===== config.mk =====
export PLATFORM = sky130hd
export DESIGN_NAME = spi_csr_bridge_ctrl
export DESIGN_NICKNAME = d
export VERILOG_FILES = /design/src/rtl/spi_csr_bridge_ctrl.sv
export SDC_FILE = /design/constraint.sdc
export NUM_CORES = 1
export LEC_CHECK = 0
export CAP_MARGIN = 0
export CORE_MARGIN = 3
export CORE_UTILIZATION = 44
export DETAILED_ROUTE_END_ITERATION = 12
export PLACE_DENSITY_LB_ADDON = 0.15
export SLEW_MARGIN = 30
export SYNTH_ARGS = -nofsm -noshare
export SYNTH_HDL_FRONTEND = slang
export SYNTH_SLANG_ARGS = --single-unit

===== constraint.sdc =====
create_clock -name clk -period 7.3 [get_ports clk]
set_clock_uncertainty 0.05 [all_clocks]
set_input_delay 1.46 -clock clk [delete_from_list [all_inputs] [get_ports clk]]
set_output_delay 1.46 -clock clk [all_outputs]
set_load 0.02 [all_outputs]

===== src/rtl/spi_csr_bridge_ctrl.sv =====
// Host CSR front-end that drives Avalon-MM accesses into an SPI bridge.
// Optional access timeout is enabled with `define SPI_BRIDGE_TIMEOUT_EN.
module spi_csr_bridge_ctrl #(
  parameter int unsigned TIMEOUT_CYCLES = 255
) (
  input  logic        clk,
  input  logic        rst_n,
  input  logic        csr_wr,
  input  logic        csr_rd,
  input  logic [5:0]  csr_addr,
  input  logic [63:0] csr_wdata,
  output logic [63:0] csr_rdata,
  output logic        csr_rvalid,
  output logic [2:0]  avmm_address,
  output logic        avmm_write,
  output logic        avmm_read,
  output logic [31:0] avmm_writedata,
  input  logic        avmm_waitrequest,
  input  logic [31:0] avmm_readdata,
  input  logic        avmm_readdatavalid
);

  typedef enum logic [1:0] {
    IDLE, WR_REQ, RD_REQ, RD_WAIT
  } state_t;

  state_t      state;
  logic [1:0]  rst_sync;
  logic        rst_i;
  logic [31:0] wd_reg;
  logic [31:0] rd_data;
  logic [2:0]  target;
  logic        cmd_drop;
  logic        cmd_conf;
  logic        to_err;
  logic        to_hit;
  logic        busy;
  logic        ctrl_we;
  logic        wd_we;
  logic        wr_cmd;
  logic        rd_cmd;
  logic        drop_set;
  logic        conf_set;
  logic [63:0] ctrl_val;
  logic [63:0] rd_mux;

  // Assert asynchronously, release on a clock edge.
  always_ff @(posedge clk or negedge rst_n) begin
    if (!rst_n) rst_sync <= '0;
    else        rst_sync <= {rst_sync[0], 1'b1};
  end
  assign rst_i = rst_sync[1];

  assign busy     = (state != IDLE);
  assign ctrl_we  = csr_wr && (csr_addr == 6'h10);
  assign wd_we    = csr_wr && (csr_addr == 6'h20);
  assign wr_cmd   = csr_wdata[8];
  assign rd_cmd   = csr_wdata[9];
  assign drop_set = ctrl_we && busy && (wr_cmd || rd_cmd);
  assign conf_set = ctrl_we && !busy && wr_cmd && rd_cmd;

`ifdef SPI_BRIDGE_TIMEOUT_EN
  localparam logic [15:0] TO_LIMIT = 16'(TIMEOUT_CYCLES - 1);
  logic [15:0] to_cnt;
  assign to_hit = busy && (to_cnt == TO_LIMIT);
`else
  assign to_hit = 1'b0;
  assign to_err = 1'b0;
`endif

  assign ctrl_val = {44'b0, cmd_conf, cmd_drop, to_err, busy,
                     13'b0, target};

  always_comb begin
    rd_mux = '0;
    case (csr_addr)
      6'h10:   rd_mux = ctrl_val;
      6'h18:   rd_mux = {32'b0, rd_data};
      6'h20:   rd_mux = {32'b0, wd_reg};
      default: rd_mux = '0;
    endcase
  end

  always_ff @(posedge clk or negedge rst_i) begin
    if (!rst_i) begin
      state          <= IDLE;
      csr_rdata      <= '0;
      csr_rvalid     <= 1'b0;
      avmm_address   <= '0;
      avmm_write     <= 1'b0;
      avmm_read      <= 1'b0;
      avmm_writedata <= '0;
      wd_reg         <= '0;
      rd_data        <= '0;
      target         <= '0;
      cmd_drop       <= 1'b0;
      cmd_conf       <= 1'b0;
`ifdef SPI_BRIDGE_TIMEOUT_EN
      to_err         <= 1'b0;
      to_cnt         <= '0;
`endif
    end else begin
      csr_rvalid <= csr_rd;
      csr_rdata  <= csr_rd ? rd_mux : '0;
      if (wd_we)   wd_reg <= csr_wdata[31:0];
      if (ctrl_we) target <= csr_wdata[2:0];
      // A set in the same cycle as its W1C clear wins.
      cmd_drop <= (cmd_drop & ~(ctrl_we & csr_wdata[18])) | drop_set;
      cmd_conf <= (cmd_conf & ~(ctrl_we & csr_wdata[19])) | conf_set;
`ifdef SPI_BRIDGE_TIMEOUT_EN
      to_err <= (to_err & ~(ctrl_we & csr_wdata[17])) | to_hit;
      to_cnt <= busy && !to_hit ? to_cnt + 16'd1 : '0;
`endif
      if (to_hit) begin
        avmm_write <= 1'b0;
        avmm_read  <= 1'b0;
        rd_data    <= 32'hDEAD_BEEF;
        state      <= IDLE;
      end else begin
        unique case (state)
          IDLE: begin
            if (ctrl_we && wr_cmd && !rd_cmd) begin
              avmm_address   <= csr_wdata[2:0];
              avmm_writedata <= wd_reg;
              avmm_write     <= 1'b1;
              state          <= WR_REQ;
            end else if (ctrl_we && rd_cmd && !wr_cmd) begin
              avmm_address <= csr_wdata[2:0];
              avmm_read    <= 1'b1;
              state        <= RD_REQ;
            end
          end
          WR_REQ: begin
            if (!avmm_waitrequest) begin
              avmm_write <= 1'b0;
              state      <= IDLE;
            end
          end
          RD_REQ: begin
            if (!avmm_waitrequest) begin
              avmm_read <= 1'b0;
              if (avmm_readdatavalid) begin
                rd_data <= avmm_readdata;
                state   <= IDLE;
              end else begin
                state <= RD_WAIT;
              end
            end
          end
          RD_WAIT: begin
            if (avmm_readdatavalid) begin
              rd_data <= avmm_readdata;
              state   <= IDLE;
            end
          end
        endcase
      end
    end
  end

endmodule


Yosys cells after proc, flatten, opt, wreduce, memory -nomap -nowiden
Index checks and enable logic that the tools add are counted.
{"block": "totals", "regBits": 175, "inputBits": 108, "output_inout_bits": 102, "elab_cells": 81}
{"block": "op_classes", "n_eq_ne": 13, "muxes": 20, "bitwise": 8, "n_reduce_logical": 27}
{"cell": "one-hot mux 32 bit (3 select lines)", "n": 1}
{"cell": "two-way mux 32 bit", "n": 2}
{"cell": "two-way mux 64 bit", "n": 1}
{"cell": "one-hot mux 32 bit (2 select lines)", "n": 1}
{"cell": "equality test 6 x 5 -> 1 bit (second input constant)", "n": 2}
{"cell": "two-way mux 2 bit", "n": 6}
{"cell": "inequality test 2 bit (second input constant)", "n": 6}
{"cell": "logical AND 1 bit", "n": 11}
{"cell": "nonzero test 2 bit", "n": 5}
{"cell": "one-hot mux 2 bit (4 select lines)", "n": 1}
{"cell": "AND reduction 4 bit", "n": 2}
{"cell": "equality test 6 bit (second input constant)", "n": 1}
{"cell": "two-way mux 3 bit", "n": 2}
{"cell": "AND reduction 2 bit", "n": 3}
{"cell": "bitwise AND 1 bit", "n": 4}
{"cell": "equality test 2 bit (second input constant)", "n": 2}
{"cell": "two-way mux 1 bit", "n": 4}
{"cell": "one-hot mux 1 bit (2 select lines)", "n": 2}
{"cell": "logical NOT 1 bit", "n": 3}
{"cell": "inequality test 3 bit (second input constant)", "n": 1}
{"cell": "AND reduction 3 bit", "n": 1}
{"cell": "equality test 2 x 1 -> 1 bit (second input constant)", "n": 1}
{"cell": "logical NOT 2 bit", "n": 1}
{"cell": "inverter 1 bit", "n": 2}
{"cell": "other kinds (2)", "n": 3}

Logic depth before layout (Yosys ltp)
{"block": "logic_depth", "word_depth": 7, "depth_mapped": 5, "depth_no_buf": 3}

Worst setup path after synthesis
OpenSTA, ideal clock, no wires.
{"block": "synth_timing", "path_kind": "in2reg", "from": "input port csr_addr[5]", "to": "register avmm_writedata[0]", "setup_time_ns": 0.128, "arrival_ns": 2.463, "t_required_ns": 7.122, "path_slack_ns": 4.660, "path_stages": 5, "path_buffers": 2, "cell_sequence": "and4bb_1 -> buf_4 -> nand4_4 -> buf_6 -> mux2_1"}
{"block": "synth_via", "elab_chain_len": 5}
{"item": "start: declaration", "line": "10", "rtl": "input logic [5:0] csr_addr,"}
{"item": "equality test 6 x 5 -> 1 bit", "line": "55", "rtl": "assign ctrl_we = csr_wr && (csr_addr == 6'h10);"}
{"item": "logical AND 1 bit", "line": "55"}
{"item": "logical AND 1 bit (2 in series)", "line": "122", "rtl": "if (ctrl_we && wr_cmd && !rd_cmd) begin"}
{"item": "AND reduction 2 bit (no line)"}
{"item": "end signal: assignment", "line": "124", "rtl": "avmm_writedata <= wd_reg;"}
{"item": "end: declaration", "line": "17", "rtl": "output logic [31:0] avmm_writedata,"}
Every way passes these cells.
A chain may end at the register's enable or synchronous reset.

Worst setup path in the final report
{"block": "layout_timing", "from": "input port csr_addr[1]", "to": "register avmm_writedata[21]"}
The elaborated chain is that of the path after synthesis.

==> flow_summary.json <==
{
  "setup_violations": 0,
  "synth-edff-count": 0,
  "worstSkewPairLatency_ns": 0.41,
  "fin_cells": 764,
  "regArea_um2": 3582,
  "ys.flop_type": "dfrtp_1",
  "root_buffer": "clkbuf_16",
  "ios": 210,
  "antenna_found_initial": 0,
  "place_congestion": 0.7781,
  "crit_slowest_cell": "nand4_4",
  "period_minus_slack_ns": 3.851,
  "drtAntennaViolNets": 0,
  "area_growth_pct": 34.63,
  "cts_resized": 0,
  "slowest_delay_ns": 0.78,
  "synth.distinct_cells": 35,
  "wl_per_cell_um": 18.64,
  "grt_max_degree": 74,
  "rsz0062_at_grt": "no",
  "worstSetupPathType": "in2reg",
  "tightest_slew_ns": 0.9265,
  "cts.sinks": 143,
  "drc_errors": 0,
  "wl_um": 14240,
  "grt_pass1_wl_um": 22580,
  "crit_fanout": 67,
  "status": "finished, final reports clean",
  "clk_pin_slew_ns": 0.06,
  "portBuffers": 145,
  "die_w_um": 122.4,
  "synthArstFlopShare_pct": 100.0,
  "slew_headroom_pct": 38.16,
  "num_rows": 41,
  "endpoint_kind": "flop",
  "fin_util_pct": 62.05,
  "syn-instance-count": 443,
  "core_area_um2": 12930,
  "grtUsageMet1_pct": 24.61,
  "fmax_ghz": 0.2597,
  "top_usage_layer": "met2",
  "fin_crit_sh_pct": 52.76,
  "nFillCells": 1050,
  "syn_area_um2": 5958,
  "synthTopCellsByArea": "dfrtp_1 (60%), mux2_1 (11%), mux2_2 (8.1%)",
  "finalMaxSlewViolations": 0,
  "min_path_type": "reg2async",
  "post-cts-setup-buffers": 0,
  "gr-usage-met2_pct": 32.22,
  "initialDrtViolationCount": 286,
  "yosysTopAreaCellShare_pct": 60.06,
  "ir_drop_v": 0.0001506,
  "grt_overflow": 0,
  "tns_ns": 0,
  "start_kind": "input port",
  "mostFrequentLayoutCells": "clkdlybuf4s50_1 (144), dfrtp_1 (142), mux2_1 (59)",
  "grt_pass1_vias": 4158,
  "path_cells": "clkdlybuf4s50_1 > nor3_4 > buf_4 > nand4_4 > mux2_1",
  "hold_violations": 0,
  "final_nets": 688,
  "num_vias": 4084,
  "yosysTopAreaCell": "dfrtp_1",
  "grt.total_usage_pct": 20.02,
  "crit_arrival_ns": 4.09,
  "drv_cap": 0,
  "via_per_inst": 5.346,
  "layout_commonest_cell": "clkdlybuf4s50_1",
  "synth.yosys.warnings": 0,
  "cts_tree": "done",
  "drive_gt1_share_pct": 14.36,
  "firstDrtPassIters": 4,
  "ys_seq_area_share_pct": 60.06,
  "die_h_um": 122.4,
  "p_per_area_nw_per_um2": 246.7,
  "syn_area_per_cell_um2": 13.45,
  "placedCellCount": 731,
  "met3_usage_pct": 6.820,
  "leakagePower_nw": 3.611,
  "ys_ff_latch": 143,
  "cts_inserted_buffers": 17,
  "ctsHoldBuffers": 0,
  "fin_area_um2": 8021,
  "num_antenna_cells": 0,
  "dieArea_um2": 14970,
  "htree_levels": 4,
  "start_util_pct": 46.09,
  "placed_area_um2": 7398,
  "cp_data_required_time_ns": 7.54,
  "dpl.hpwl_um": 8919,
  "multi_input_area_um2": 2121,
  "cts_buffer_depth": 2
}
==> worst paths after layout <==
kind / start / end / slack (ns) / cells after the start
max in group asynchronous: rst_sync[1] / wd_reg[8] / 5.74 / 2
hold / removal: rst_sync[1] / avmm_writedata[14] / 0.21 / 0
setup / recovery: csr_addr[1] / avmm_writedata[21] / 3.45 / 5
min in group clk: rst_sync[0] / rst_sync[1] / 0.30 / 0
setup reg to reg: state[1] / avmm_writedata[21] / 4.95 / 3
hold reg to reg: rst_sync[1] / avmm_writedata[14] / 0.21 / 0
==> metal layers <==
layer | part of all wire, % | vias to the layer above
li1 | - | 1812
met2 | 49 | 162
met3 | 8.4 | 26
met5 | 0 | -
met4 | 2.1 | 0
met1 | 41 | 2084
==> critical path, delay by kind of cell <==
| family | cells | cell delay (ns) |
|---|---|---|
| buffers and inverters | 2 | 1.06 |
| AND/OR/NAND/NOR | 2 | 0.96 |
| multiplexers | 1 | 0.58 |
==> final cells by class <==
cell class | instances | share of cell area [%]
Sequential cell | 143 | 44.66
Multi-Input combinational cell | 266 | 26.44
Timing Repair Buffer | 151 | 19.05
Clock buffer | 26 | 6.473
Tap cell | 172 | 2.683
Clock inverter | 5 | 0.6551
Inverter | 1 | 0.04679
==> stage by stage <==
stage	power (mW)	hold WS, ns	worst slack [ns]
floorplan	1.083	0.2812	2.971
global placement	1.152	0.2886	2.729
detailed placement	1.165	0.2889	2.975
CTS	1.995	0.3017	3.403
global route	2.064	0.2555	3.276
finish	1.979	0.2139	3.449
==> power breakdown <==
| group | switching, mW | internal, mW | leakage (nW) |
|---|---|---|---|
| Combinational | 0.0954 | 0.118 | 1.39 |
| Sequential | 0.0569 | 0.884 | 1.94 |
| Clock | 0.305 | 0.519 | 0.282 |
==> Yosys cell counts (3+ instances only) <==
cell,count
a21oi_1,33
a32oi_1,6
buf_1,3
buf_2,13
buf_4,33
buf_6,3
clkbuf_1,12
dfrtp_1,143
mux2_1,59
mux2_2,43
nand2b_1,3
nand3_1,31
nand4_1,27
nand4b_1,6
o21ai_0,3
==> logic make-up (layout without fill, tap and decap cells) <==
group                  count (synthesis)  after routing  share of synthesized area, %
flip-flops                           143            143                         60.06
multiplexers                         102            102                         19.28
AND/OR/NAND/NOR                       79             79                         8.526
buffers and inverters                 65            183                         6.825
AO/OA/AOI/OAI                         51             51                         5.040
other                                  2             33                        0.1260
XOR/XNOR                               1              1                        0.1470
(Power assumes the default switching activity.)
